===== src/rtl/sprite_line_scanner.sv =====
// Per-scanline object engine: shadowed object table, one-object-per-cycle list
// builder for the next line, and a double-buffered display list hit test.

module sprite_line_scanner_hit #(
    parameter int COORD_W = 10,
    parameter int OBJ_W   = 4
) (
    input  logic               i_en,
    input  logic [COORD_W-1:0] i_x,
    input  logic [COORD_W-1:0] i_draw_x,
    output logic               o_hit
);
    localparam logic [COORD_W:0] W_C = (COORD_W+1)'(OBJ_W);

    logic [COORD_W:0] w_dx;

    // Extra bit keeps DrawX left of the object from aliasing into range.
    assign w_dx  = {1'b0, i_draw_x} - {1'b0, i_x};
    assign o_hit = i_en && (w_dx < W_C);
endmodule

module sprite_line_scanner #(
    parameter int NUM_OBJ      = 16,
    parameter int MAX_PER_LINE = 4,
    parameter int OBJ_W        = 4,
    parameter int OBJ_H        = 4,
    parameter int COORD_W      = 10
) (
    input  logic                         Clk,
    input  logic                         Reset,
    input  logic                         frame_start,
    input  logic [NUM_OBJ-1:0]           obj_valid,
    input  logic [NUM_OBJ*COORD_W-1:0]   obj_x,
    input  logic [NUM_OBJ*COORD_W-1:0]   obj_y,
    input  logic                         line_start,
    input  logic [COORD_W-1:0]           next_y,
    input  logic [COORD_W-1:0]           DrawX,
    input  logic [COORD_W-1:0]           DrawY,
    output logic                         is_obj,
    output logic [$clog2(NUM_OBJ)-1:0]   obj_idx,
    output logic                         line_ready,
    output logic                         overflow,
    output logic                         late
);
    localparam int IDX_W = $clog2(NUM_OBJ);
    localparam int CNT_W = $clog2(MAX_PER_LINE + 1);
    localparam logic [IDX_W-1:0] LAST_IDX = IDX_W'(NUM_OBJ - 1);
    localparam logic [CNT_W-1:0] MAX_C    = CNT_W'(MAX_PER_LINE);
    localparam logic [COORD_W:0] H_C      = (COORD_W+1)'(OBJ_H);

    typedef enum logic {S_IDLE, S_SCAN} state_t;

    state_t r_state, w_state_nxt;

    logic [NUM_OBJ-1:0]  r_sh_valid;
    logic [COORD_W-1:0]  r_sh_x [NUM_OBJ];
    logic [COORD_W-1:0]  r_sh_y [NUM_OBJ];
    logic                r_pending;

    logic [IDX_W-1:0]    r_idx;
    logic [COORD_W-1:0]  r_target_y;
    logic [CNT_W-1:0]    r_bld_cnt;
    logic [IDX_W-1:0]    r_bld_idx [MAX_PER_LINE];
    logic [COORD_W-1:0]  r_bld_x   [MAX_PER_LINE];

    logic [CNT_W-1:0]    r_dsp_cnt;
    logic [IDX_W-1:0]    r_dsp_idx [MAX_PER_LINE];
    logic [COORD_W-1:0]  r_dsp_x   [MAX_PER_LINE];
    logic [COORD_W-1:0]  r_tag_y;

    logic                w_swap, w_restart, w_done, w_load_sh;
    logic [COORD_W:0]    w_dy;
    logic                w_obj_hit;
    logic                w_row_hit;
    logic [MAX_PER_LINE-1:0] w_ent_hit;
    logic [IDX_W-1:0]    w_hit_idx;

    always_ff @(posedge Clk or posedge Reset) begin
        if (Reset) r_state <= S_IDLE;
        else       r_state <= w_state_nxt;
    end

    always_comb begin
        w_state_nxt = r_state;
        w_swap      = 1'b0;
        w_restart   = 1'b0;
        w_done      = 1'b0;
        case (r_state)
            S_IDLE: begin
                if (line_start) begin
                    w_swap      = 1'b1;
                    w_state_nxt = S_SCAN;
                end
            end
            S_SCAN: begin
                if (line_start) begin
                    w_restart = 1'b1;
                end else if (r_idx == LAST_IDX) begin
                    w_done      = 1'b1;
                    w_state_nxt = S_IDLE;
                end
            end
            default: w_state_nxt = S_IDLE;
        endcase
    end

    // A frame_start seen mid-scan is held until the scan ends so a line never mixes tables.
    assign w_load_sh = (r_state == S_IDLE && frame_start) || (w_done && (r_pending || frame_start));

    assign w_dy      = {1'b0, r_target_y} - {1'b0, r_sh_y[r_idx]};
    assign w_obj_hit = r_sh_valid[r_idx] && (w_dy < H_C);

    always_ff @(posedge Clk or posedge Reset) begin
        if (Reset) begin
            r_sh_valid <= '0;
            for (int i = 0; i < NUM_OBJ; i++) begin
                r_sh_x[i] <= '0;
                r_sh_y[i] <= '0;
            end
            r_pending  <= 1'b0;
            r_idx      <= '0;
            r_target_y <= '0;
            r_bld_cnt  <= '0;
            r_dsp_cnt  <= '0;
            r_tag_y    <= '0;
            for (int e = 0; e < MAX_PER_LINE; e++) begin
                r_bld_idx[e] <= '0;
                r_bld_x[e]   <= '0;
                r_dsp_idx[e] <= '0;
                r_dsp_x[e]   <= '0;
            end
            line_ready <= 1'b0;
            overflow   <= 1'b0;
            late       <= 1'b0;
        end else begin
            line_ready <= w_done;

            if (w_load_sh) begin
                for (int i = 0; i < NUM_OBJ; i++) begin
                    r_sh_valid[i] <= obj_valid[i];
                    r_sh_x[i]     <= obj_x[i*COORD_W +: COORD_W];
                    r_sh_y[i]     <= obj_y[i*COORD_W +: COORD_W];
                end
                r_pending <= 1'b0;
            end else if (frame_start) begin
                r_pending <= 1'b1;
            end

            if (frame_start) begin
                overflow <= 1'b0;
                late     <= 1'b0;
            end
            if (w_restart) late <= 1'b1;

            if (w_swap) begin
                r_dsp_cnt <= r_bld_cnt;
                r_tag_y   <= r_target_y;
                for (int e = 0; e < MAX_PER_LINE; e++) begin
                    r_dsp_idx[e] <= r_bld_idx[e];
                    r_dsp_x[e]   <= r_bld_x[e];
                end
            end else if (w_restart) begin
                r_dsp_cnt <= '0;
            end

            if (line_start) begin
                r_target_y <= next_y;
                r_bld_cnt  <= '0;
                r_idx      <= '0;
            end else if (r_state == S_SCAN) begin
                if (r_idx != LAST_IDX) r_idx <= r_idx + IDX_W'(1);
                if (w_obj_hit) begin
                    if (r_bld_cnt == MAX_C) begin
                        overflow <= 1'b1;
                    end else begin
                        for (int e = 0; e < MAX_PER_LINE; e++) begin
                            if (CNT_W'(e) == r_bld_cnt) begin
                                r_bld_idx[e] <= r_idx;
                                r_bld_x[e]   <= r_sh_x[r_idx];
                            end
                        end
                        r_bld_cnt <= r_bld_cnt + CNT_W'(1);
                    end
                end
            end
        end
    end

    assign w_row_hit = (DrawY == r_tag_y);

    for (genvar e = 0; e < MAX_PER_LINE; e++) begin : g_ent
        sprite_line_scanner_hit #(
            .COORD_W (COORD_W),
            .OBJ_W   (OBJ_W)
        ) u_hit (
            .i_en     (w_row_hit && (CNT_W'(e) < r_dsp_cnt)),
            .i_x      (r_dsp_x[e]),
            .i_draw_x (DrawX),
            .o_hit    (w_ent_hit[e])
        );
    end

    // Entries are appended in index order, so the lowest hitting entry is the lowest object.
    always_comb begin
        w_hit_idx = '0;
        for (int e = MAX_PER_LINE - 1; e >= 0; e--) begin
            if (w_ent_hit[e]) w_hit_idx = r_dsp_idx[e];
        end
    end

    always_ff @(posedge Clk or posedge Reset) begin
        if (Reset) begin
            is_obj  <= 1'b0;
            obj_idx <= '0;
        end else begin
            is_obj  <= |w_ent_hit;
            obj_idx <= w_hit_idx;
        end
    end
endmodule


===== config.mk =====
export PLATFORM = sky130hd
export DESIGN_NAME = sprite_line_scanner
export DESIGN_NICKNAME = d
export VERILOG_FILES = /design/src/rtl/sprite_line_scanner.sv
export SDC_FILE = /design/constraint.sdc
export NUM_CORES = 1
export LEC_CHECK = 0
export ABC_AREA = 1
export BUFFER_PORTS_ARGS = -buffer_cell sky130_fd_sc_hd__buf_2
export CAP_MARGIN = 20
export CORE_ASPECT_RATIO = 0.8
export CORE_MARGIN = 3
export CORE_UTILIZATION = 25
export CTS_CLUSTER_DIAMETER = 30
export DETAILED_ROUTE_END_ITERATION = 16
export SYNTH_ARGS = -nofsm -noshare
export SYNTH_HDL_FRONTEND = slang
export SYNTH_SLANG_ARGS = --single-unit

===== constraint.sdc =====
create_clock -name Clk -period 19.76 [get_ports Clk]
set_input_delay 3.952 -clock Clk [delete_from_list [all_inputs] [get_ports Clk]]
set_output_delay 3.952 -clock Clk [all_outputs]
set_load 0.005 [all_outputs]

After elaboration in Yosys (flattened, before gate mapping)
Cells that the tools add are included.
{"block": "totals", "ff_bits": 488, "latchBits": 0, "ram_bits": 0, "romBits": 0, "input_bits": 370, "output_inout_bits": 8, "elab_cells": 157, "mem_count": 0}
{"block": "classes", "addsub": 7, "mul": 0, "div": 0, "magnitude_cmp": 11, "n_eq_ne": 8, "shifts": 0, "muxes": 39, "n_bitwise": 4, "n_reduce_logical": 27}
{"op": "10-bit binary-select mux with 4-bit select", "count": 2}
{"op": "11-bit by 3-bit < comparator with 1-bit output (second input constant)", "count": 5}
{"op": "10-bit by 10-bit subtractor with 11-bit output", "count": 5}
{"op": "10-bit two-way mux", "count": 4}
{"op": "4-bit two-way mux", "count": 7}
{"op": "5-bit AND reduction", "count": 4}
{"op": "1-bit two-way mux", "count": 18}
{"op": "3-bit two-way mux", "count": 6}
{"op": "2-bit nonzero test", "count": 6}
{"op": "1-bit logical AND", "count": 11}
{"op": "10-bit equality test", "count": 1}
{"op": "2-bit by 3-bit equality test with 1-bit output (first input constant)", "count": 2}
{"op": "1-bit by 3-bit < comparator with 1-bit output (first input constant)", "count": 2}
{"op": "2-bit by 3-bit < comparator with 1-bit output (first input constant)", "count": 2}
{"op": "5-bit greater-or-equal comparator (second input constant)", "count": 1}
{"op": "4-bit by 5-bit < comparator with 1-bit output (second input constant)", "count": 1}
{"op": "4-bit NOT with 5-bit output", "count": 1}
{"op": "4-bit by 1-bit adder with 4-bit output (second input constant)", "count": 1}
{"op": "1-bit binary-select mux with 4-bit select", "count": 1}
{"op": "4-bit equality test (second input constant)", "count": 1}
{"op": "4-bit != test (second input constant)", "count": 1}
{"op": "4-bit OR reduction", "count": 1}
{"op": "3-bit by 1-bit adder with 3-bit output (second input constant)", "count": 1}
{"op": "1-bit by 3-bit equality test with 1-bit output (first input constant)", "count": 1}
{"op": "8 further kinds", "count": 11}

Longest topological paths before layout
Gate-level depths: netlist of the first run.
{"block": "depth", "depth_word": 10, "mapped_depth": 28, "mapped_depth_nobuf": 23}

Hierarchy
Synthesis of the first run repeated with hierarchy kept, for this count alone.
{"block": "unflattened", "cells_unflattened": 2787, "hier_area_um2": 24541.0}
{"mod": "sprite_line_scanner", "instances": 1, "cells_each": 2363, "area_each_um2": 22298.9, "seq_area_each_um2": 12211.7}
{"mod": "sprite_line_scanner_hit", "instances": 4, "cells_each": 106, "area_each_um2": 560.5, "seq_area_each_um2": 0.0}

Least setup slack after synthesis of the first run
Ideal clock, no wire load.
{"block": "synth_path", "path_type": "input-to-reg", "start": "in DrawX[1]", "end": "reg obj_idx[3]", "setup_time_ns": 0.117, "t_arrival_ns": 5.640, "required_ns": 19.643, "slack_ns": 14.003, "cell_stages": 13, "path_buffers": 0, "cell_sequence": "ha_1 -> a21o_1 -> or2_2 -> a21oi_1 -> nand3_1 -> a21oi_1 -> nand4_1 -> nor2_1 -> nand3_1 -> o21ai_0 -> inv_1 -> nand2_1 -> nand2_1"}
{"block": "synth_via", "elab_chain_len": 7, "word_cells_on_any_way": 16, "cone_classes": "add/sub: 4; order compare: 4; mux: 4; reduce/logical: 4"}
{"item": "start, declared", "line": "37", "text": "input logic [COORD_W-1:0] DrawX,"}
{"item": "10-bit by 10-bit subtractor with 11-bit output", "line": "18", "text": "assign w_dx = {1'b0, i_draw_x} - {1'b0, i_x};"}
{"item": "11-bit by 3-bit < comparator with 1-bit output", "line": "19", "text": "assign o_hit = i_en && (w_dx < W_C);"}
{"item": "1-bit logical AND", "line": "19"}
{"item": "4-bit two-way mux (3 in series)", "line": "207", "text": "if (w_ent_hit[e]) w_hit_idx = r_dsp_idx[e];"}
{"item": "4-bit two-way mux *", "line": "207"}
{"item": "named net w_hit_idx[3]", "line": "76", "text": "logic [IDX_W-1:0] w_hit_idx;"}
{"item": "end signal, assigned", "line": "217", "text": "obj_idx <= w_hit_idx;"}
{"item": "end, declared", "line": "40", "text": "output logic [$clog2(NUM_OBJ)-1:0] obj_idx,"}
Mark *: on every way through the listed nets, which the timed path passes. The rest lies on a longest branch.
A chain may end at the register's enable or synchronous reset.

Final worst setup path of the first run
{"block": "layout_path", "start": "in line_start", "end": "reg r_sh_y[81] (netlist name)"}
{"block": "layout_via", "elab_chain_len": 4}
{"item": "start, declared", "line": "35", "text": "input logic line_start,"}
{"item": "1-bit two-way mux", "line": "96", "text": "if (line_start) begin"}
{"item": "1-bit two-way mux", "line": "88", "text": "case (r_state)"}
{"item": "named net w_done", "line": "71", "text": "logic w_swap, w_restart, w_done, w_load_sh;"}
{"item": "1-bit logical AND", "line": "108", "text": "assign w_load_sh = (r_state == S_IDLE && frame_start) || (w_done && (r_pending || frame_start));"}
{"item": "1-bit logical OR", "line": "108"}
{"item": "end signal, assigned by index", "line": "142", "text": "r_sh_y[i] <= obj_y[i*COORD_W +: COORD_W];"}
{"item": "end, declared", "line": "57", "text": "logic [COORD_W-1:0] r_sh_y [NUM_OBJ];"}
The timed path passes the listed nets, and every way through them passes these cells.

==> summary.md, run 1 <==
| Metric | Value |
|---|---|
| Row count | `100` |
| Setup repair bufs after CTS | `0` |
| Hold Path Origin | `r_bld_x[30]$_DFFE_PP0P_` |
| Hold worst-path end | `r_bld_x[30]$_DFFE_PP0P_` |
| Top cells by area, synth | `dfrtp_1 51%, mux2_2 8.3%, o21ai_0 7.8%, nand2_1 7.4%, inv_1 5.0%` |
| Pwr Total | `3.21 mW` |
| Hold path cells | `2` |
| YS warnings | `0` |
| Clock Path Buffers | `3` |
| Largest stage delay, worst path | `0.88 ns` |
| CTS tree | `yes` |
| Fin crit share | `32.7%` |
| F_max | `155 MHz` |
| Worst EP required | `20.28 ns` |
| Final setup violation count | `0` |
| Worst r2r path cells | `20` |
| Die Ht | `283 um` |
| Clk sinks | `488` |
| Synth Cell Area | `23900 sq um` |
| Synth cell types | `42` |
| Synth top area share | `51.0%` |
| R2r startpoint | `r_idx[0]$_DFFE_PP0P_` |
| H-Tree Depth | `3` |
| Via count | `20.2k` |
| Cell family with most CP delay | `buffers and inverters` |
| Setup WS post-layout | `13.30 ns` |
| Top cell by count, worst path | `buf_4` |
| Setup TNS | `0 ns` |
| Syn Inst Count | `2693` |
| Most common cell after layout, fill and taps aside | `dfrtp_1` |
| Register-to-Register Setup Slack | `14.47 ns` |
| Die width | `352 um` |
| Post-Place Cells | `4208` |
| Fillers | `9827` |
| Min cycle time layout | `6.46 ns` |
| Hold_buf cts | `0` |
| Detail Route Antenna Nets | `0` |
| Initial antenna violation count | `14` |
| Core Area | `94000 sq um` |
| Clock transition at the registers of the reported paths | `0.05 ns` |
| Clock insertion delay at the later pin of the skew report | `0.66 ns` |
| DP Worst Slack | `12.61 ns` |
| Crit start category | `input port` |
| Drc violations | `0` |
| Unrepaired setup endpoints after global routing | `no` |
| Clock Skews | `0.0353 ns` |
| Commonest cells after routing, fill and taps aside | `485 x dfrtp_1, 472 x nand2_1, 377 x buf_2` |
| Initial DRT Pass Iterations | `6` |
| NumNets Final | `3463` |
| Peak supply drop | `0.0648 mV` |
| Synth area leader | `dfrtp_1` |
| Power per Cell Area | `105 nW/um^2` |
| Worst Setup SP | `line_start` |
| Worst R2R End | `r_bld_x[5]$_DFFE_PP0P_` |
| Ys flop type | `dfrtp_1` |
| Overflow left after global routing | `0` |
| Placer Congestion | `0.836` |
| Post-Syn Area per Cell | `8.89 sq um` |
| Max Fanout on Critical Path | `101` |
| Sequential share of the synthesized area | `51.0%` |
| CTS buffer count | `106` |
| Vias in the first global route | `19.5k` |
| Share of cells above drive strength 1 | `25.6%` |
| Ports | `378` |
| Async set or reset register ratio after synthesis | `100%` |
| Least-Margin Pin Slew | `1.04 ns` |
| Resized Gates After CTS | `0` |
| Initial DRC count | `1628` |
| Die area | `99500 sq um` |
| CP arrival | `6.99 ns` |
| Area grow syn2layout | `28.0%` |
| Non-filler cells, final | `4411` |
| Post-synth EDFFs | `0` |
| Port-buffer cells | `377` |
| Gr usage total | `15.5%` |
| Run status | `complete, no violations` |
| DP HPWL | `54.2 mm` |
| Largest net degree at the start of global routing | `242` |
| Max Cap Viol | `0` |
| Post-synthesis register bit count | `488` |
| CP endpoint kind | `flop` |
| CP cell instances | `buf_2 > nor3_1 > o21ai_0 > o21ai_4 > buf_4 > buf_4 > mux2_2` |
| DR WL/cell | `17.8 um` |
| Final hold violation count | `0` |
| Starting density of the core | `25.5%` |
| Max Slew Vio Count | `0` |
| Worst Path Class, Setup | `in2reg` |
| Slew HR | `30.4%` |
| Routed wire length | `78.6 mm` |
| First-pass GRT wire length | `119 mm` |
| Post-synthesis net count | `3115` |
| Via density | `4.58` |
| Slowest CP cell | `buf_4` |
| Worst Path Buf+Inv | `3` |
| LEAKAGE | `15.1 nW` |
| Post-route core utilization | `32.6%` |
| Worst path depth | `7` |
| Clock root buffer | `clkbuf_16` |
| Min-Delay Path Class | `reg2reg` |
power breakdown:
part	internal, mW	leakage, nW	total (mW)	switching (mW)
combinational	0.114	7.42	0.322	0.209
clock	1.21	1.77	1.80	0.592
sequential	1.06	5.88	1.08	0.0273
total	2.38	15.1	3.21	0.828
worst min-delay path, delay by kind of cell, from the launching register on:
family | cells | cell delay [ns]
DFF | 1 | 0.34
and+or+nand+nor | 2 | 0.10
flip-flops by register name (all words and copies together) (netlist names):
register and count:
is_obj 1, line_ready 1, r_bld_idx 16, r_sh_y 160, r_state 1, r_target_y 10, r_dsp_cnt 3, r_pending 1
late 1, r_bld_cnt 3, r_sh_x 160, r_idx 4, overflow 1, r_dsp_x 40, r_bld_x 40, r_tag_y 10
r_dsp_idx 16, obj_idx 4, r_sh_valid 16
metal layers:
metal,up-vias,GRT usage (%),part of all wire [%]
met1,9693,22.0,47
met3,124,3.73,7.3
met5,-,0,0.097
met4,10,4.08,2.0
li1,9711,-,-
met2,668,23.7,44
stage by stage:
step | hold WS [ns] | cell area [sq um]
global placement | 0.451 | 26900
CTS | 0.470 | 30600
finish | 0.469 | 30600
floorplan | 0.438 | 23900
global route | 0.484 | 30600
detailed placement | 0.457 | 26900
synth_stat cells (2+ instances only):
master,instances
nand3b_1,3
or2_2,5
o21ai_0,375
o22ai_1,2
buf_2,52
a211oi_1,2
buf_4,13
nand2_1,473
nor2_4,2
a21o_1,6
xnor2_1,7
o21bai_1,5
nand3_1,175
inv_1,317
nand2_4,3
nand4_1,75
inv_2,4
nor2_1,78
nand4_2,4
clkbuf_1,80
nand3_2,4
mux2_2,176
xor2_1,13
buf_1,13
ha_1,52
nor3_1,12
dfrtp_1,488
a21oi_1,233
buf_6,3
nand2_2,6
layout make-up:
type | count | area (sq um) | share of cell area [%]
Clock buffer | 134 | 2910 | 9.49
Clock inverter | 63 | 803 | 2.62
Tap cell | 1275 | 1600 | 5.21
Multi-Input combinational cell | 1722 | 9790 | 32.0
Timing Repair Buffer | 402 | 2090 | 6.81
Sequential cell | 488 | 12200 | 39.9
Inverter | 321 | 1220 | 3.98
Antenna cell | 6 | 15.0 | 0.0490
logic make-up after synthesis:
group / count (synthesis) / synth area share [%]
and+or+nand+nor: 845 / 15.7
AOI/OAI and AO/OA: 629 / 13.4
DFF: 488 / 51.0
buffers and inverters: 483 / 8.19
muxes: 176 / 8.28
adders and majority gates: 52 / 2.72
xor gates and xnor gates: 20 / 0.732
worst max path at each step:
| stage | end |
|---|---|
| 3_3_place_gp | r_sh_y[3]$_DFFE_PP0N_ |
| 2_1_floorplan | is_obj$_DFF_PP0_ |
| 5_1_grt | r_sh_y[98]$_DFFE_PP0N_ |
| 6_report | r_sh_y[81]$_DFFE_PP0N_ |
| 4_1_cts | r_sh_y[81]$_DFFE_PP0N_ |
| 3_5_place_dp | r_sh_y[116]$_DFFE_PP0N_ |
(Power assumes the default switching activity.)
==> run 2: changes to the inputs <==
Clock period 19.76 ns to 5.66 ns, I/O delays scaled along.
==> summary.md, run 2 (synthesis gave the netlist of run 1 again) <==
| Metric | Value |
|---|---|
| LEAKAGE | `15.3 nW (+1.5%)` |
| Hold_buf cts | `0 (unchanged)` |
| Vias in the first global route | `20.1k (+2.9%)` |
| Port-buffer cells | `377 (unchanged)` |
| Die Ht | `283 um (unchanged)` |
| Most common cell after layout, fill and taps aside | `dfrtp_1` |
| CP cell instances | `inv_6 > o21ai_0 > nand3_1 > nand3_1 > nand2_1 > inv_1 > ha_1 > a21oi_1 > o21ai_0 > a211oi_1 > nand2_1 > nand2_1 > nand2_1 > nor2_8 > inv_2 > nor2_4 > buf_4 > nand4_1 > nand2_1` |
| Setup WS post-layout | `1.31 ns (-11.99 ns)` |
| Gr usage total | `16.4% (+0.89 points)` |
| First-pass GRT wire length | `124 mm (+4.7%)` |
| CP arrival | `4.97 ns (-2.02 ns)` |
| Post-route core utilization | `33.1% (+0.49 points)` |
| Largest stage delay, worst path | `0.58 ns (-0.30 ns)` |
| DP Area | `27000 sq um (+0.44%)` |
| Met1 Use GR | `22.9% (+0.86 points)` |
| Setup repair bufs after CTS | `0 (unchanged)` |
| Top flop regs | `r_sh_x: 160 flops, r_sh_y: 160 flops` |
| Worst Path Buf+Inv | `4 (+1)` |
| Run status | `complete, no violations` |
| Unrepaired setup endpoints after global routing | `no` |
| DP Worst Slack | `1.44 ns (-11.17 ns)` |
| Slew HR | `20.2% (-10 points)` |
| Clock insertion delay at the later pin of the skew report | `0.69 ns (+0.03 ns)` |
| Max Slew Vio Count | `0 (unchanged)` |
| Min cycle time layout | `4.35 ns` |
| Worst path depth | `19 (+12)` |
| Area grow syn2layout | `29.9%` |
| Hold Path Origin | `r_bld_x[29]$_DFFE_PP0P_` |
| Peak supply drop | `0.232 mV (+260%)` |
| Fillers | `9760 (-0.68%)` |
| Largest net degree at the start of global routing | `220 (-9.1%)` |
| Least-Margin Pin Slew | `1.20 ns (+0.154 ns)` |
| Commonest cells after routing, fill and taps aside | `485 x dfrtp_1, 472 x nand2_1, 377 x buf_2` |
| DR WL/cell | `18.7 um (+5.0%)` |
| CTS tree | `yes` |
| Cell family with most CP delay | `buffers and inverters` |
| Resized Gates After CTS | `0 (unchanged)` |
| Clock Skews | `0.0370 ns (+0.00165 ns)` |
| Row count | `100 (unchanged)` |
| DP HPWL | `59.1 mm (+9.0%)` |
| Max Cap Viol | `0 (unchanged)` |
| F_max | `230 MHz` |
| Grt met2 use | `24.8% (+1.2 points)` |
| Met3 Track Usage GR | `4.42% (+0.69 points)` |
| Worst setup endpoint | `r_bld_x[33]$_DFFE_PP0P_` |
| Worst r2r path cells | `19 (-5.0%)` |
| Share of cells above drive strength 1 | `25.9% (+0.34 points)` |
| Die area | `99500 sq um (unchanged)` |
| R2r startpoint | `r_idx[0]$_DFFE_PP0P_` |
| Via count | `20.4k (+0.90%)` |
| Crit start category | `flop` |
| Finished Cell Area | `31100 sq um (+1.5%)` |
| Routed wire length | `82.8 mm (+5.3%)` |
| Worst Path Class, Setup | `reg2reg` |
| Max Fanout on Critical Path | `99 (-2.0%)` |
| Clock transition at the registers of the reported paths | `0.05 ns (about the same)` |
| Slowest CP cell | `dfrtp_4` |
| Clock Path Buffers | `3 (unchanged)` |
| Worst Setup SP | `r_idx[0]$_DFFE_PP0P_` |
| Clk sinks | `488 (unchanged)` |
| Starting density of the core | `25.5% (unchanged)` |
| H-Tree Depth | `3 (unchanged)` |
| NumNets Final | `3473 (+0.29%)` |
| Core Area | `94000 sq um (unchanged)` |
| Register-to-Register Setup Slack | `1.31 ns (-13.16 ns)` |
| Min-Delay Path Class | `reg2reg` |
| Worst R2R End | `r_bld_x[33]$_DFFE_PP0P_` |
| Via density | `4.61 (+0.58%)` |
| Pwr Total | `11.8 mW (+270%)` |
| Overflow left after global routing | `0 (unchanged)` |
| Final hold violation count | `0 (unchanged)` |
| Placer Congestion | `0.857 (+2.5%)` |
| Initial DRT Pass Iterations | `5 (-1)` |
| Clock root buffer | `clkbuf_16` |
| Final setup violation count | `0 (unchanged)` |
| Worst EP required | `6.27 ns (-14.01 ns)` |
| Busiest metal layer after global routing | `met2` |
| CTS buffer count | `108 (+1.9%)` |
| Fin crit share | `76.9%` |
| Ports | `378 (unchanged)` |
| Detail Route Antenna Nets | `0 (unchanged)` |
| Drc violations | `0 (unchanged)` |
| Initial DRC count | `1724 (+5.9%)` |
| Power per Cell Area | `380 nW/um^2 (+260%)` |
| Die width | `352 um (unchanged)` |
| Top cell by count, worst path | `nand2_1` |
| Initial antenna violation count | `11 (-3)` |
| CP endpoint kind | `flop` |
==> run 2: report_power, final <==
part / total, mW / leakage, nW / internal, mW / switching, mW
clock network: 6.88 / 1.94 / 4.75 / 2.13
logic: 1.15 / 7.48 / 0.405 / 0.743
registers: 3.79 / 5.88 / 3.69 / 0.103
==> run 2: cell type report <==
type | count | area, sq um | area share (%)
Timing Repair Buffer | 410 | 2230 | 7.16
Clock inverter | 61 | 977 | 3.14
Multi-Input combinational cell | 1722 | 9790 | 31.5
Inverter | 321 | 1220 | 3.91
Clock buffer | 141 | 3060 | 9.83
Tap cell | 1275 | 1600 | 5.13
Sequential cell | 488 | 12200 | 39.3
Antenna cell | 7 | 17.5 | 0.0563
==> run 2: metrics by stage <==
step                      std cells  hold WS [ns]  TNS (ns)
final                          4425         0.476         0
after global routing           4419         0.495         0
after CTS                      4416         0.475         0
after detailed placement       4214         0.463         0
after global placement         4212         0.463         0
after floorplan                2693         0.438  -1019.25
==> run 2: routing by layer <==
layer | vias to the layer above | part of all wire [%]
li1 | 9716 | -
met1 | 9857 | 46
met2 | 675 | 44
met3 | 135 | 7.8
met4 | 4 | 2.3
met5 | - | 0.027
==> run 2: how the worst min path moves through the flow <==
stage,end,cells past startpoint
detailed placement,r_bld_x[16]$_DFFE_PP0P_,2
finish,r_bld_x[29]$_DFFE_PP0P_,2
global route,r_bld_x[23]$_DFFE_PP0P_,2
floorplan,r_bld_idx[10]$_DFFE_PP0P_,2
CTS,r_bld_x[29]$_DFFE_PP0P_,2
global placement,r_bld_x[27]$_DFFE_PP0P_,2
==> run 2: worst reg2reg max path: stages (launching register included) <==
cell      delay (ns)
dfrtp_4         0.58
inv_6           0.54
o21ai_0         0.29
nand3_1         0.11
nand3_1         0.10
nand2_1         0.09
inv_1           0.05
ha_1            0.34
a21oi_1         0.26
o21ai_0         0.18
a211oi_1        0.31
nand2_1         0.09
nand2_1         0.06
nand2_1         0.12
nor2_8          0.20
inv_2           0.06
nor2_4          0.09
buf_4           0.51
nand4_1         0.21
nand2_1         0.12
==> run 3: changes to the inputs <==
Clock period 5.66 ns to 4.5 ns, I/O delays scaled along.
==> summary.md, run 3 (synthesis gave the netlist of run 1 again) <==
| Metric | Value |
|---|---|
| Setup TNS | `0 ns (unchanged)` |
| Die Ht | `283 um (unchanged)` |
| Largest stage delay, worst path | `0.60 ns (+0.02 ns)` |
| Crit start category | `flop` |
| CTS tree | `yes` |
| Final hold violation count | `0 (unchanged)` |
| Port-buffer cells | `377 (unchanged)` |
| Min-Delay Path Class | `in2async` |
| Final setup violation count | `0 (unchanged)` |
| Max Cap Viol | `0 (unchanged)` |
| NumNets Final | `3488 (+0.43%)` |
| Placer Congestion | `0.857 (about the same)` |
| Vias in the first global route | `20.1k (+0.19%)` |
| Top cell by count, worst path | `nand2_1` |
| Worst EP required | `5.03 ns (-1.24 ns)` |
| CTS buffer count | `104 (-3.7%)` |
| Worst Path Class, Setup | `reg2reg` |
| Max Fanout on Critical Path | `42 (-58%)` |
| Overflow left after global routing | `0 (unchanged)` |
| DR WL/cell | `18.6 um (-0.29%)` |
| Share of cells above drive strength 1 | `26.2% (+0.32 points)` |
| CP endpoint kind | `flop` |
| CP arrival | `4.64 ns (-0.33 ns)` |
| CP cell instances | `buf_4 > a21oi_1 > o21ai_0 > nand3_1 > nand3_1 > nand2_1 > inv_1 > ha_1 > nand2_1 > nand2_1 > nand2_1 > a21oi_1 > a211oi_1 > nand2_1 > nand2_1 > nand2_1 > nor2_8 > nand4_2 > nand2_1 > nand2_1` |
| Fillers | `9744 (-0.16%)` |
| Resized Gates After CTS | `0 (unchanged)` |
| Gr usage total | `16.3% (-0.15 points)` |
| LEAKAGE | `15.3 nW (+0.12%)` |
| F_max | `243 MHz (+5.9%)` |
| Die area | `99500 sq um (unchanged)` |
| Drc violations | `0 (unchanged)` |
| Least-Margin Pin Slew | `1.09 ns (-0.103 ns)` |
| Row count | `100 (unchanged)` |
| Clock root buffer | `clkbuf_16` |
| Setup repair bufs after CTS | `0 (unchanged)` |
| DP HPWL | `60.4 mm (+2.1%)` |
| Hold_buf cts | `0 (unchanged)` |
| Worst Path Buf+Inv | `2 (-2)` |
| Run status | `complete, no violations` |
| Via count | `20.6k (+1.1%)` |
| Detail Route Antenna Nets | `0 (unchanged)` |
| H-Tree Depth | `3 (unchanged)` |
| Slowest CP cell | `dfrtp_4` |
| Clock Skews | `0.0250 ns (-0.0120 ns)` |
| Fin crit share | `91.3% (+14 points)` |
| Most common cell after layout, fill and taps aside | `dfrtp_1` |
| Routed wire length | `82.7 mm (about the same)` |
| Top flop regs | `r_sh_x: 160 flops, r_sh_y: 160 flops` |
| Clock insertion delay at the later pin of the skew report | `0.66 ns (-0.03 ns)` |
| Clock transition at the registers of the reported paths | `0.05 ns (about the same)` |
| Ports | `378 (unchanged)` |
| Clk sinks | `488 (unchanged)` |
| Slew HR | `26.8% (+6.6 points)` |
| Min cycle time layout | `4.11 ns (-0.241 ns)` |
| Via density | `4.65 (+0.84%)` |
| Commonest cells after routing, fill and taps aside | `485 x dfrtp_1, 472 x nand2_1, 377 x buf_2` |
| Initial DRC count | `1562 (-9.4%)` |
| Core Area | `94000 sq um (unchanged)` |
| Unrepaired setup endpoints after global routing | `no` |
| Starting density of the core | `25.5% (unchanged)` |
| Initial antenna violation count | `11 (unchanged)` |
| Max Slew Vio Count | `0 (unchanged)` |
| Clock Path Buffers | `3 (unchanged)` |
| Largest net degree at the start of global routing | `119 (-46%)` |
| Die width | `352 um (unchanged)` |
| First-pass GRT wire length | `124 mm (-0.42%)` |
| Hold_ws | `0.356 ns (-0.119 ns)` |
| Peak supply drop | `0.452 mV (+95%)` |
| Area grow syn2layout | `29.8% (about the same)` |
| Power per Cell Area | `466 nW/um^2 (+23%)` |
| Cell family with most CP delay | `simple AND/OR/NAND/NOR gates` |
| Initial DRT Pass Iterations | `5 (unchanged)` |
-- run 3: routing by layer --
metal / track usage, % / up-vias / routed length, um
met5: 0 / - / 13
met3: 4.18 / 118 / 6500
li1: - / 9751 / -
met1: 22.7 / 9971 / 38200
met2: 24.8 / 762 / 36100
met4: 4.57 / 2 / 1920
-- run 3: path summary, 6_finish.rpt --
kind | cells after the start | to | slack, ns | from
worst max-delay path | 20 | r_bld_x[36]$_DFFE_PP0P_ | 0.39 | r_idx[0]$_DFFE_PP0P_
worst min-delay path | 2 | r_sh_x[101]$_DFFE_PP0N_ | 0.36 | Reset
worst max register to register | 20 | r_bld_x[36]$_DFFE_PP0P_ | 0.39 | r_idx[0]$_DFFE_PP0P_
worst min register to register | 2 | r_bld_x[29]$_DFFE_PP0P_ | 0.47 | r_bld_x[29]$_DFFE_PP0P_
max in group asynchronous | 4 | r_sh_y[91]$_DFFE_PP0N_ | 2.98 | Reset
min in group Clk | 3 | r_sh_x[59]$_DFFE_PP0N_ | 0.45 | obj_x[109]
-- run 3: final cells by class --
type	instances	area (sq um)	area share, %
antenna	6	15.0	0.0483
clock buffer	124	2820	9.08
clock inverter	70	996	3.20
inverter	321	1220	3.91
multi-input combinational	1722	9790	31.5
sequential	488	12200	39.3
tap	1275	1600	5.13
timing repair buffer	429	2430	7.81
-- run 3: stage by stage --
step	area [sq um]	util, %	total power, mW	cells	setup slack [ns]
floorplan	23900	-	5.69	2693	-3.02
global placement	27200	29.0	6.29	4235	0.515
detailed placement	27200	29.0	6.30	4235	0.478
CTS	31100	33.1	14.6	4429	0.447
global route	31100	33.1	15.1	4430	0.0153
finish	31100	33.1	14.5	4435	0.390
-- run 3: report_power, final --
part           internal (mW)  switching (mW)  total [mW]
combinational          0.519           0.951        1.47
sequential              4.64           0.126        4.77
clock                   5.59            2.67        8.26
